[src/rtl/rr_sel_arbiter4.sv]
// Round-robin 4-channel scheduler driving the 2-bit select of a 4:1 bus mux.
// Grants are burst-limited to MAX_BURST cycles; sel/gnt/sel_valid are registered.
module rr_sel_arbiter4 #(
    parameter  int MAX_BURST = 4,
    localparam int CNT_W     = $clog2(MAX_BURST + 1)
) (
    input  logic       clk,
    input  logic       rst_n,
    input  logic [3:0] req,
    output logic [1:0] sel,
    output logic       sel_valid,
    output logic [3:0] gnt,
    output logic       burst_last
);

    typedef enum logic {IDLE, GRANT} state_t;

    state_t           state;
    logic [1:0]       last;
    logic [CNT_W-1:0] cnt;
    logic [1:0]       nxt;
    logic             at_limit;
    logic             rel;
    logic             any_req;

    // Scan p+1, p+2, p+3, then p itself; the nearest requester overrides.
    function automatic logic [1:0] pick(input logic [3:0] r, input logic [1:0] p);
        logic [1:0] idx;
        pick = p;
        for (int k = 4; k >= 1; k--) begin
            idx = p + 2'(k);
            if (r[idx]) pick = idx;
        end
    endfunction

    // last equals sel while granted, so one pointer serves both states
    assign nxt        = pick(req, last);
    assign any_req    = |req;
    assign at_limit   = (cnt == CNT_W'(MAX_BURST));
    assign rel        = !req[sel] || at_limit;
    assign burst_last = sel_valid && at_limit;

    always_ff @(posedge clk or negedge rst_n) begin
        if (!rst_n) begin
            state     <= IDLE;
            sel       <= 2'd0;
            sel_valid <= 1'b0;
            gnt       <= 4'b0000;
            cnt       <= '0;
            last      <= 2'd3;
        end else begin
            case (state)
                IDLE: begin
                    if (any_req) begin
                        state     <= GRANT;
                        sel       <= nxt;
                        sel_valid <= 1'b1;
                        gnt       <= 4'b0001 << nxt;
                        cnt       <= CNT_W'(1);
                        last      <= nxt;
                    end
                end
                GRANT: begin
                    if (!rel) begin
                        cnt <= cnt + CNT_W'(1);
                    end else if (any_req) begin
                        sel  <= nxt;
                        gnt  <= 4'b0001 << nxt;
                        cnt  <= CNT_W'(1);
                        last <= nxt;
                    end else begin
                        // sel holds so the mux input stays stable while idle
                        state     <= IDLE;
                        sel_valid <= 1'b0;
                        gnt       <= 4'b0000;
                        cnt       <= '0;
                    end
                end
                default: state <= IDLE;
            endcase
        end
    end

endmodule

[config.mk]
export PLATFORM = sky130hd
export DESIGN_NAME = rr_sel_arbiter4
export DESIGN_NICKNAME = d
export VERILOG_FILES = /design/src/rtl/rr_sel_arbiter4.sv
export SDC_FILE = /design/constraint.sdc
export NUM_CORES = 1
export LEC_CHECK = 0
export ABC_AREA = 1
export CAP_MARGIN = 20
export CORE_MARGIN = 4
export CORE_UTILIZATION = 36
export CTS_CLUSTER_DIAMETER = 100
export DETAILED_ROUTE_END_ITERATION = 8
export SETUP_SLACK_MARGIN = 0.5
export SLEW_MARGIN = 5
export SYNTH_ARGS = -nofsm -noshare
export SYNTH_HDL_FRONTEND = slang
export SYNTH_SLANG_ARGS = --single-unit
[constraint.sdc]
create_clock -name clk -period 4.3 [get_ports clk]
set_input_delay 1.29 -clock clk [delete_from_list [all_inputs] [get_ports clk]]
set_output_delay 1.29 -clock clk [all_outputs]
set_load 0.02 [all_outputs]
==> impl_results.md <==
- Initial DRC Count: 13
- DIE HEIGHT: 55.71 um
- Leak Pwr: 0.0005285 uW
- Hold crit path type: flip-flop to flip-flop
- CP top delay family: buffers and inverters
- Vias per inst: 4.606
- Hold Fails Final Rpt: 0
- CTS tree: built
- Met1 usage: 0.1617
- GRT met2 Usage: 0.1892
- Grt met3 use: 0.04408
- Routed wire length: 1666 um
- Crit path buffers/inverters: 2
- Routed Antenna Nets: 0
- Final setup viols: 0
- Clk Latency, worst-skew pair: 270 ps
- FF-to-FF setup slack: 2760 ps
- Worst slew pin tran: 569.1 ps
- Vias in the first global route: 726
- Area grow syn2layout: 21.98%
- Hold_buf cts: 0
- Status: finished, final reports clean
- First-pass GRT wire length: 3042 um
- Reg clk slew, reported paths: 80 ps
- Total Power: 790.6 uW
- Clock sinks: 13
- Slowest-stage cell, CP: clkdlybuf4s50_1
- Synth Cell Area: 819.5 um^2
- Initial Util: 0.3741
- Layout cells sized above 1: 0.1515
- Period Utilization, post-route: 0.6841
- Synth Net Count: 124
- Synth top area share: 0.3359
- Detailed-route DRC error count: 0
- P per Cell Area: 790.8 mW/mm^2
- Top Usage Layer GRT: met2
- Critical Path AT: 1650 ps
- Crit path required time: 3010 ps
- Distinct cells, synth: 20
- Vias: 737
- Post-layout min period: 2942 ps
- CORE AREA: 0.002191 mm^2
- Crit Path Max Fanout: 4
- WS Path Type: flip-flop to output pin
- Clk_skew: 5.739 ps
- Post-synth top area cell: dfrtp_1
- Fin Setup TNS: 0 ps
- Final Util: 0.4563
- IO Count: 14
- Overflow after GRT: 0
- CP cell instances: inv_1 -> ha_1 -> nand2_1 -> nor2_1 -> clkdlybuf4s50_1
- Root buf cell: clkbuf_4
- Reg area: 327.8 um^2
- Unrepaired setup endpoints after global routing: no
- Max Buffers Root-to-Sink: 2
- Post-Syn Area per Cell: 7.065 um^2
- CTS Buf Count: 3
- CP peak stage delay: 600 ps
- Post-Synthesis Cells: 116
- Antenna violations before repair: 0
- Synthesized flop and latch total: 13
- Fin. max-slew vios: 0
- Port bufs: 13
- Largest net degree at the start of global routing: 14
- Filler cells: 235
- Die extent in x: 55.71 um
- Die area: 0.003104 mm^2
- Max Cap Violations: 0
- Final HPWL DP: 1351 um
- Multi-input gate area: 405.4 um^2
- Drt wl/cell: 10.41 um
- Setup slack after layout: 1358 ps
- Largest cells by area after synthesis: dfrtp_1 34%, nand2_1 21%, dfstp_2 6.4%, inv_1 6.0%, nand2_2 5.3%
- Post-synth EDFFs: 0
- GRT Util Overall: 0.1225
- Routability congestion estimate: 0.8242
- Post-synthesis sequential area ratio: 0.4000
- Fmax achieved: 339.9 MHz
- Core Rows: 17
- Setup Buffers After CTS: 0
- CTS HTree Levels: 1
- Startpoint types: flip-flop
- Post-cts sizing count: 0
- NumNets Final: 141
- Syn. warnings: 0
- Async SR Flop Fraction: 1.000
- Relative slew slack: 0.6194
- Prevailing post-synth register cell: dfrtp_1
- Ant. Diodes: 0
- Place WS: 1571 ps
- Worst IR Drop VDD: 0.4731 mV
- Crit. End Element: output pin
- Pre-antenna DRT Iters: 4
## cells in the mapped netlist, types with 2 or more instances
| cell type | instances |
|---|---|
| ha_1 | 2 |
| nand3_2 | 2 |
| inv_2 | 4 |
| dfstp_2 | 2 |
| a21oi_1 | 4 |
| o21ai_1 | 5 |
| o21ai_0 | 2 |
| dfrtp_1 | 11 |
| nand2_2 | 7 |
| nand4_1 | 2 |
| nand2_1 | 46 |
| nand3_1 | 6 |
| inv_1 | 13 |
| nor2_1 | 4 |
## power breakdown
group          total, uW  internal [uW]  switching, uW
registers            235            181           53.7
clock network       72.8           35.9           36.9
logic                483            183            301
## worst reg2reg max path, delay by kind of cell, from the launching register on
family,cells,cell delay [ps]
simple gates,2,290
buf+inv,2,160
fa+ha+maj,1,200
compound gates,3,370
flops,1,400
## registers in the layout, indices dropped and copies added, names as in the netlist
| name | cells |
|---|---|
| cnt | 3 |
| last | 2 |
| state | 1 |
| sel | 2 |
| sel_valid | 1 |
| gnt | 4 |
## final timing paths
| kind | start | end | cells after the start |
|---|---|---|---|
| max | cnt[0] | burst_last | 5 |
| min | gnt[2] | gnt[2] | 2 |
| max reg2reg | cnt[0] | cnt[0] | 8 |
| min reg2reg | gnt[2] | gnt[2] | 2 |
| max in group asynchronous | rst_n | last[0] | 1 |
| min in group asynchronous | rst_n | sel[0] | 1 |
## layout make-up
type | count | share of cell area
sequential | 13 | 0.3279
tap | 28 | 0.03504
inverter | 18 | 0.07509
multi-input combinational | 84 | 0.4055
timing repair buffer | 13 | 0.1302
clock buffer | 4 | 0.02628
## routing by layer
layer | share of wire | wire [um] | vias to the layer above
met5 | 0 | 0 | -
met4 | 0 | 0 | 0
met3 | 0.047 | 78 | 0
met2 | 0.46 | 762 | 13
met1 | 0.50 | 826 | 331
li1 | - | - | 393
## through the flow
step / instances / cell area [um^2] / hold slack [ps]
final: 160 / 999.7 / 489.6
after global routing: 160 / 999.7 / 527.8
after CTS: 160 / 999.7 / 500.4
after detailed placement: 156 / 973.4 / 468.6
after global placement: 156 / 973.4 / 471.0
after floorplan: 116 / 819.5 / 485.8
## kinds of logic (layout without fill, tap and decap cells)
family,Yosys count,in the layout,share of synthesized area
buf+inv,19,35,0.1053
xor+xnor,1,1,0.01069
compound gates,12,12,0.07481
flops,13,13,0.4000
fa+ha+maj,3,3,0.04274
simple gates,68,68,0.3664
## placed cells by master (no fill, tap or decap)
cell             count
o22ai_1              1
o21ai_1              5
inv_8                1
a21oi_1              4
nand3_1              6
maj3_1               1
xnor2_1              1
clkbuf_4             3
nand4_1              2
dfrtp_1             11
inv_1               13
clkbuf_1             1
nor2_1               4
dfstp_2              2
nand3_2              2
nor2_2               1
ha_1                 2
nand2_2              7
inv_2                4
clkdlybuf4s50_1     13
nand2_1             46
o21ai_0              2
Power figures use the tool's default switching activity.
